## config.mk

```make
export PLATFORM = sky130hd
export DESIGN_NAME = pipe_skid_stage
export DESIGN_NICKNAME = d
export VERILOG_FILES = /design/src/rtl/pipe_pkg.sv /design/src/rtl/sat_counter.sv /design/src/rtl/pipe_skid_stage.sv
export SDC_FILE = /design/constraint.sdc
export NUM_CORES = 1
export LEC_CHECK = 0
export ABC_AREA = 0
export CAP_MARGIN = 15
export CORE_MARGIN = 2
export CORE_UTILIZATION = 50
export CTS_CLUSTER_DIAMETER = 30
export CTS_CLUSTER_SIZE = 25
export DETAILED_ROUTE_END_ITERATION = 8
export GPL_TIMING_DRIVEN = 0
export MAX_ROUTING_LAYER = met4
export PLACE_DENSITY = 0.88
export SLEW_MARGIN = 15
export SYNTH_ARGS = -nofsm -noshare
export SYNTH_HDL_FRONTEND = slang
export SYNTH_HIERARCHICAL = 1
export SYNTH_SLANG_ARGS = --single-unit
```

## constraint.sdc

```tcl
create_clock -name clk -period 2.9 [get_ports clk]
set_clock_uncertainty 0.15 [all_clocks]
set_input_delay 0.29 -clock clk [delete_from_list [all_inputs] [get_ports clk]]
set_output_delay 0.29 -clock clk [all_outputs]
set_load 0.03 [all_outputs]
```

## src/rtl/pipe_pkg.sv

```systemverilog
// Shared pipeline definitions: field widths, control-bit positions,
// data-bundle field offsets and the skid stage state encoding.
package pipe_pkg;

  localparam int unsigned WORD_LEN          = 32;
  localparam int unsigned REG_FILE_ADDR_LEN = 5;
  localparam int unsigned EXE_CMD_LEN       = 4;

  // Control bundle bit positions; EXE_CMD occupies the top nibble.
  localparam int unsigned CTRL_MEM_R  = 0;
  localparam int unsigned CTRL_MEM_W  = 1;
  localparam int unsigned CTRL_WB     = 2;
  localparam int unsigned CTRL_BR     = 3;
  localparam int unsigned CTRL_EXE_LO = 4;

  // Data bundle field offsets (LSB of each field).
  localparam int unsigned DATA_DEST_LO  = 0;
  localparam int unsigned DATA_SRC1_LO  = DATA_DEST_LO + REG_FILE_ADDR_LEN;
  localparam int unsigned DATA_SRC2_LO  = DATA_SRC1_LO + REG_FILE_ADDR_LEN;
  localparam int unsigned DATA_STVAL_LO = DATA_SRC2_LO + REG_FILE_ADDR_LEN;
  localparam int unsigned DATA_VAL1_LO  = DATA_STVAL_LO + WORD_LEN;
  localparam int unsigned DATA_VAL2_LO  = DATA_VAL1_LO + WORD_LEN;
  localparam int unsigned DATA_PC_LO    = DATA_VAL2_LO + WORD_LEN;
  localparam int unsigned DATA_BUNDLE_W = DATA_PC_LO + WORD_LEN;

  // Occupancy of the stage: nothing, main slot only, main plus skid slot.
  typedef enum logic [1:0] {
    EMPTY = 2'd0,
    ONE   = 2'd1,
    FULL  = 2'd2
  } stage_state_e;

endpackage

```

## src/rtl/sat_counter.sv

```systemverilog
// Saturating up-counter with synchronous clear; sticks at all-ones.
module sat_counter #(
  parameter int unsigned W = 16
) (
  input  logic         clk,
  input  logic         clr,
  input  logic         inc,
  output logic [W-1:0] value
);

  localparam logic [W-1:0] MAX_C  = {W{1'b1}};
  localparam logic [W-1:0] STEP_C = {{(W-1){1'b0}}, 1'b1};

  logic [W-1:0] value_r;

  // Count requested cycles, clamping at the maximum instead of wrapping.
  always_ff @(posedge clk) begin
    if (clr) begin
      value_r <= {W{1'b0}};
    end else if (inc && (value_r != MAX_C)) begin
      value_r <= value_r + STEP_C;
    end else begin
      value_r <= value_r;
    end
  end

  assign value = value_r;

endmodule

```

## src/rtl/pipe_skid_stage.sv

```systemverilog
// Elastic inter-stage pipeline register with a two-entry skid buffer.
// in_ready depends only on the state register, so there is no
// combinational path from out_ready back to in_ready.
module pipe_skid_stage
  import pipe_pkg::*;
#(
  parameter int unsigned CTRL_W = 8,
  parameter int unsigned DATA_W = 143,
  parameter int unsigned CNT_W  = 16
) (
  input  logic              clk,
  input  logic              rst,
  input  logic              flush,
  input  logic              in_valid,
  output logic              in_ready,
  input  logic [CTRL_W-1:0] in_ctrl,
  input  logic [DATA_W-1:0] in_data,
  output logic              out_valid,
  input  logic              out_ready,
  output logic [CTRL_W-1:0] out_ctrl,
  output logic [DATA_W-1:0] out_data,
  output logic [CNT_W-1:0]  stall_cnt
);

  stage_state_e      state_r;
  stage_state_e      state_s;
  logic [CTRL_W-1:0] main_ctrl_r;
  logic [DATA_W-1:0] main_data_r;
  logic [CTRL_W-1:0] skid_ctrl_r;
  logic [DATA_W-1:0] skid_data_r;

  logic accept_s;
  logic consume_s;
  logic load_main_in_s;
  logic load_main_skid_s;
  logic load_skid_s;
  logic clr_main_s;
  logic stall_s;

  assign in_ready  = (state_r != FULL);
  assign out_valid = (state_r != EMPTY);
  assign accept_s  = in_valid & in_ready;
  assign consume_s = out_valid & out_ready;

  // Next-state and slot-load decisions; flush overrides every transfer.
  always_comb begin
    state_s          = state_r;
    load_main_in_s   = 1'b0;
    load_main_skid_s = 1'b0;
    load_skid_s      = 1'b0;
    clr_main_s       = 1'b0;
    if (flush) begin
      state_s    = EMPTY;
      clr_main_s = 1'b1;
    end else begin
      case (state_r)
        EMPTY: begin
          if (accept_s) begin
            state_s        = ONE;
            load_main_in_s = 1'b1;
          end else begin
            state_s = EMPTY;
          end
        end
        ONE: begin
          if (accept_s && !consume_s) begin
            state_s     = FULL;
            load_skid_s = 1'b1;
          end else if (consume_s && !accept_s) begin
            state_s    = EMPTY;
            clr_main_s = 1'b1;
          end else if (accept_s && consume_s) begin
            state_s        = ONE;
            load_main_in_s = 1'b1;
          end else begin
            state_s = ONE;
          end
        end
        FULL: begin
          if (consume_s) begin
            state_s          = ONE;
            load_main_skid_s = 1'b1;
          end else begin
            state_s = FULL;
          end
        end
        default: begin
          state_s    = EMPTY;
          clr_main_s = 1'b1;
        end
      endcase
    end
  end

  // State register.
  always_ff @(posedge clk) begin
    if (rst) begin
      state_r <= EMPTY;
    end else begin
      state_r <= state_s;
    end
  end

  // Main slot; its control is zeroed whenever the slot empties so that
  // bubbles never carry memory or write-back enables downstream.
  always_ff @(posedge clk) begin
    if (rst) begin
      main_ctrl_r <= {CTRL_W{1'b0}};
      main_data_r <= {DATA_W{1'b0}};
    end else if (load_main_in_s) begin
      main_ctrl_r <= in_ctrl;
      main_data_r <= in_data;
    end else if (load_main_skid_s) begin
      main_ctrl_r <= skid_ctrl_r;
      main_data_r <= skid_data_r;
    end else if (clr_main_s) begin
      main_ctrl_r <= {CTRL_W{1'b0}};
      main_data_r <= main_data_r;
    end else begin
      main_ctrl_r <= main_ctrl_r;
      main_data_r <= main_data_r;
    end
  end

  // Skid slot catches the entry accepted while the main slot is stalled.
  always_ff @(posedge clk) begin
    if (rst) begin
      skid_ctrl_r <= {CTRL_W{1'b0}};
      skid_data_r <= {DATA_W{1'b0}};
    end else if (load_skid_s) begin
      skid_ctrl_r <= in_ctrl;
      skid_data_r <= in_data;
    end else begin
      skid_ctrl_r <= skid_ctrl_r;
      skid_data_r <= skid_data_r;
    end
  end

  assign out_ctrl = main_ctrl_r;
  assign out_data = main_data_r;

  // Backpressure cycles for performance debug; flush does not clear it.
  assign stall_s = out_valid & ~out_ready;

  sat_counter #(
    .W(CNT_W)
  ) u_stall_cnt (
    .clk  (clk),
    .clr  (rst),
    .inc  (stall_s),
    .value(stall_cnt)
  );

endmodule
```

==> metrics.md <==
| Metric | Value |
|---|---|
| Status | finished clean |
| Total die area | 0.0276 sq mm |
| Crit Path Max Fanout | 10 |
| DP HPWL | around 31 mm |
| Crit path required time | roughly 3.2 ns |
| Fin util | between 70% and 80% |
| H-tree lvl count | 2 |
| Final critical-path share of the clock period | 97.1% |
| Share of cells above drive strength 1 | 10.6% |
| Arr. time, crit path | roughly 3.1 ns |
| Starting density of the core | 50.7% |
| CTS tree | done |
| EDFF count, synth | 0 |
| Die height | between 150 and 200 um |
| Slew @ Worst Pin | roughly 0.94 ns |
| Clock Path Buffers | 3 |
| Crit-path slowest cell | mux2i_4 |
| Initial antenna violation count | 2 |
| Min-Delay Path Class | input pin to flop |
| Placer Congestion | between 0.8 and 0.9 |
| Element type at the critical path end | flop |
| ANT nets after route | 0 |
| Max_cap viols | 0 |
| Worst path cell trace | buf_4, or2_2, and2_1, ha_1, mux2i_4, buf_4, buf_2, o211ai_1, a21oi_1 |
| Pins over their slew limit | 0 |
| Nets | ~2,100 |
| Synth Instances | approximately 1,500 |
| Final hold violation count | 0 |
| Final Critical Period | 2.82 ns |
| Final Cell Area | 0.0189 sq mm |
| Vias | roughly 14,000 |
| First-pass GRT wire length | between 70 and 80 mm |
| Syn_nets | between 1,500 and 2,000 |
| Core box area | 0.0259 sq mm |
| Final Power | 12,800 uW |
| Total grt overflow | 0 |
| Yosys reg bits | 320 |
| DRC Markers | 0 |
| RSZ-0062 raised after global routing | false |
| PwrDens | 680 mW/mm^2 |
| # setup viols final | 0 |
| Main synth FF type | dfxtp_1 |
| Peak VDD IR | 0.536 mV |
| Pin count of the biggest net entering global routing | 16 |
| Dpl cells | about 2,200 |
| Yosys cell types | 46 |
| Crit path kind | flop to flop |
| Routed Wire Length | 45.2 mm |
| Delay-heaviest family, CP | buffers and inverters |
| Clock transition at path regs | 0.05 ns |
| # port buffers | ~320 |
| DP Area | 0.0168 sq mm |
| WP buf/inv | 3 |
| Seq/Total Area, Yosys | between 40% and 50% |
| Ys async rst share | 0% |
| Worst-Skew Late Latency | 0.57 ns |
| Fmax | 355 MHz |
| Drt wl/cell | 19.8 um |
| Startpoint types | flop |
| Core Rows | 59 |
| Setup Buffers After CTS | 0 |
| Starting DRT DRC Count | about 1,500 |
| Root cell of the clock tree | clkbuf_16 |
| Post-synthesis area per instance | 8.67 sq um |
| Synthesized area | approximately 0.013 sq mm |
| Area Overhead vs Synth | 43.8% |
| Fill cells | around 1,800 |
| Syn. warnings | 6 |
| CP dominant cell by count | buf_4 |
| Io pins | 325 |
| Die X | between 150 and 200 um |
| CTS Buf Count | 60 |
| Slew headroom | 37.2% |
| Vias in the first global route | 13,600 |
| LEAKAGE | 0.00615 uW |
| First-pass DRT Iterations | 9 |
| Post-Layout Cell Count | between 2,000 and 2,500 |
| Clock sinks | between 300 and 400 |
| DR vias/cell | 6.16 |
| GR Util All Layers | between 30% and 40% |
| CP max stage delay | approximately 0.40 ns |
==> cell usage after synthesis, types with 2 or more instances <==
cell type | n | share of area, %
mux2_2 | 3 | 0.26
buf_1 | 8 | 0.23
xnor2_1 | 2 | 0.13
inv_1 | 5 | 0.14
nor3_1 | 14 | 0.53
nor2_1 | 7 | 0.20
or3_1 | 3 | 0.14
nor2b_1 | 3 | 0.14
buf_2 | 65 | 2.5
dfxtp_1 | 320 | 49
or4_1 | 7 | 0.40
o211ai_1 | 143 | 8.2
a21oi_1 | 304 | 12
nor4_1 | 10 | 0.48
o31ai_1 | 6 | 0.34
nor4bb_1 | 2 | 0.15
nand2_1 | 309 | 8.8
a2111oi_2 | 8 | 0.91
clkbuf_1 | 96 | 2.7
or2_2 | 2 | 0.095
nand4_1 | 3 | 0.14
and4_1 | 3 | 0.20
o21ai_0 | 4 | 0.15
a32oi_1 | 151 | 10
ha_1 | 4 | 0.38
nand3_1 | 6 | 0.23
nand4bb_1 | 2 | 0.17
buf_4 | 5 | 0.29
and2_1 | 2 | 0.095
mux2i_1 | 2 | 0.15
==> per-layer routing <==
layer / vias to the layer above / wire [um] / global-route usage, %
met4: 0 / 2510 / 16.7
met2: 804 / 21300 / 52.1
met1: 6643 / 17300 / 36.8
met5: - / 0 / -
li1: 6447 / - / -
met3: 194 / 4110 / 6.84
==> worst reg2reg max path, stage by stage (launching register included) <==
cell and delay, ns:
dfxtp_1 0.30, buf_4 0.16, or2_2 0.29, and2_1 0.20, ha_1 0.26, mux2i_4 0.40
buf_4 0.34, buf_2 0.27, o211ai_1 0.16, a21oi_1 0.20
==> report_power, final <==
| part | total, uW | internal (uW) | switching [uW] | leakage (uW) |
|---|---|---|---|---|
| clock | 6880 | 4440 | 2430 | 0.000978 |
| combinational | 1350 | 559 | 789 | 0.00258 |
| sequential | 4620 | 4540 | 80.7 | 0.00260 |
==> area by class of cell <==
type | count | area, sq um | share of cell area (%)
diodes | 2 | 5.00 | 0.0265
inverters | 5 | 18.8 | 0.0994
well taps | 335 | 419 | 2.22
clock inverters | 39 | 389 | 2.06
clock buffers | 74 | 1660 | 8.77
multi-input cells | 1015 | 5980 | 31.7
flip-flops and latches | 320 | 6410 | 33.9
repair buffers | 323 | 3230 | 17.1
plain buffers | 175 | 778 | 4.12
==> registers in the layout (all words and copies together) (netlist names) <==
| signal | flops |
|---|---|
| state_r | 2 |
| u_stall_cnt/value | 16 |
| skid_data_r | 143 |
| skid_ctrl_r | 8 |
| out_data | 143 |
| out_ctrl | 8 |
==> stage by stage <==
stage	setup slack (ns)	TNS [ns]	hold WS, ns
global route	0.00115	0	0.155
finish	0.0833	0	0.154
detailed placement	-0.275	-15.74	0.296
global placement	-0.197	-12.78	0.291
CTS	0.0491	0	0.139
floorplan	0.330	0	0.276
==> repair_timing <==
action	CTS	global route
endpoints found under the hold margin	4	0
gates resized for setup	2	15
endpoints found under the setup margin	70	97
hold buffers	1	0
gates cloned	0	0
==> cells in the final DEF (no fill, tap or decap), types with 4 or more instances in the layout <==
cell | Yosys | layout
clkdlybuf4s50_1 | 0 | 322
dfxtp_1 | 320 | 320
nand2_1 | 309 | 309
a21oi_1 | 304 | 304
a32oi_1 | 151 | 147
o211ai_1 | 143 | 143
clkbuf_1 | 96 | 99
buf_2 | 65 | 62
clkbuf_16 | 0 | 62
nor3_1 | 14 | 14
clkinvlp_4 | 0 | 11
nor4_1 | 10 | 10
clkinv_2 | 0 | 9
inv_6 | 0 | 9
a2111oi_2 | 8 | 8
buf_4 | 5 | 7
nor2_1 | 7 | 7
or4_1 | 7 | 7
buf_1 | 8 | 6
clkbuf_8 | 0 | 6
nand3_1 | 6 | 6
o31ai_1 | 6 | 6
inv_1 | 5 | 5
clkbuf_2 | 0 | 5
a32oi_2 | 0 | 4
ha_1 | 4 | 4
bufinv_16 | 0 | 4
clkinv_4 | 0 | 4
o21ai_0 | 4 | 4
==> cell families (layout without fill, tap and decap cells) <==
| kind of cell | after synthesis | in the layout | synth area share, % |
|---|---|---|---|
| and+or+nand+nor | 382 | 382 | 12.5 |
| xor gates and xnor gates | 2 | 2 | 0.133 |
| DFF | 320 | 320 | 48.8 |
| other | 0 | 2 | 0 |
| buffers and inverters | 180 | 616 | 5.96 |
| muxes | 6 | 6 | 0.514 |
| adders and majority gates | 4 | 4 | 0.381 |
| AOI/OAI and AO/OA | 621 | 621 | 31.7 |
==> final timing paths <==
path | start | to | slack [ns] | cells after the start
min | in_data[89] | skid_data_r[89] | 0.15 | 3
min reg2reg | skid_data_r[137] | skid_data_r[137] | 0.30 | 2
max reg2reg | state_r[1] | out_data[108] | 0.08 | 9
max | state_r[1] | out_data[108] | 0.08 | 9
No activity file was read; power rests on OpenSTA's default activity.
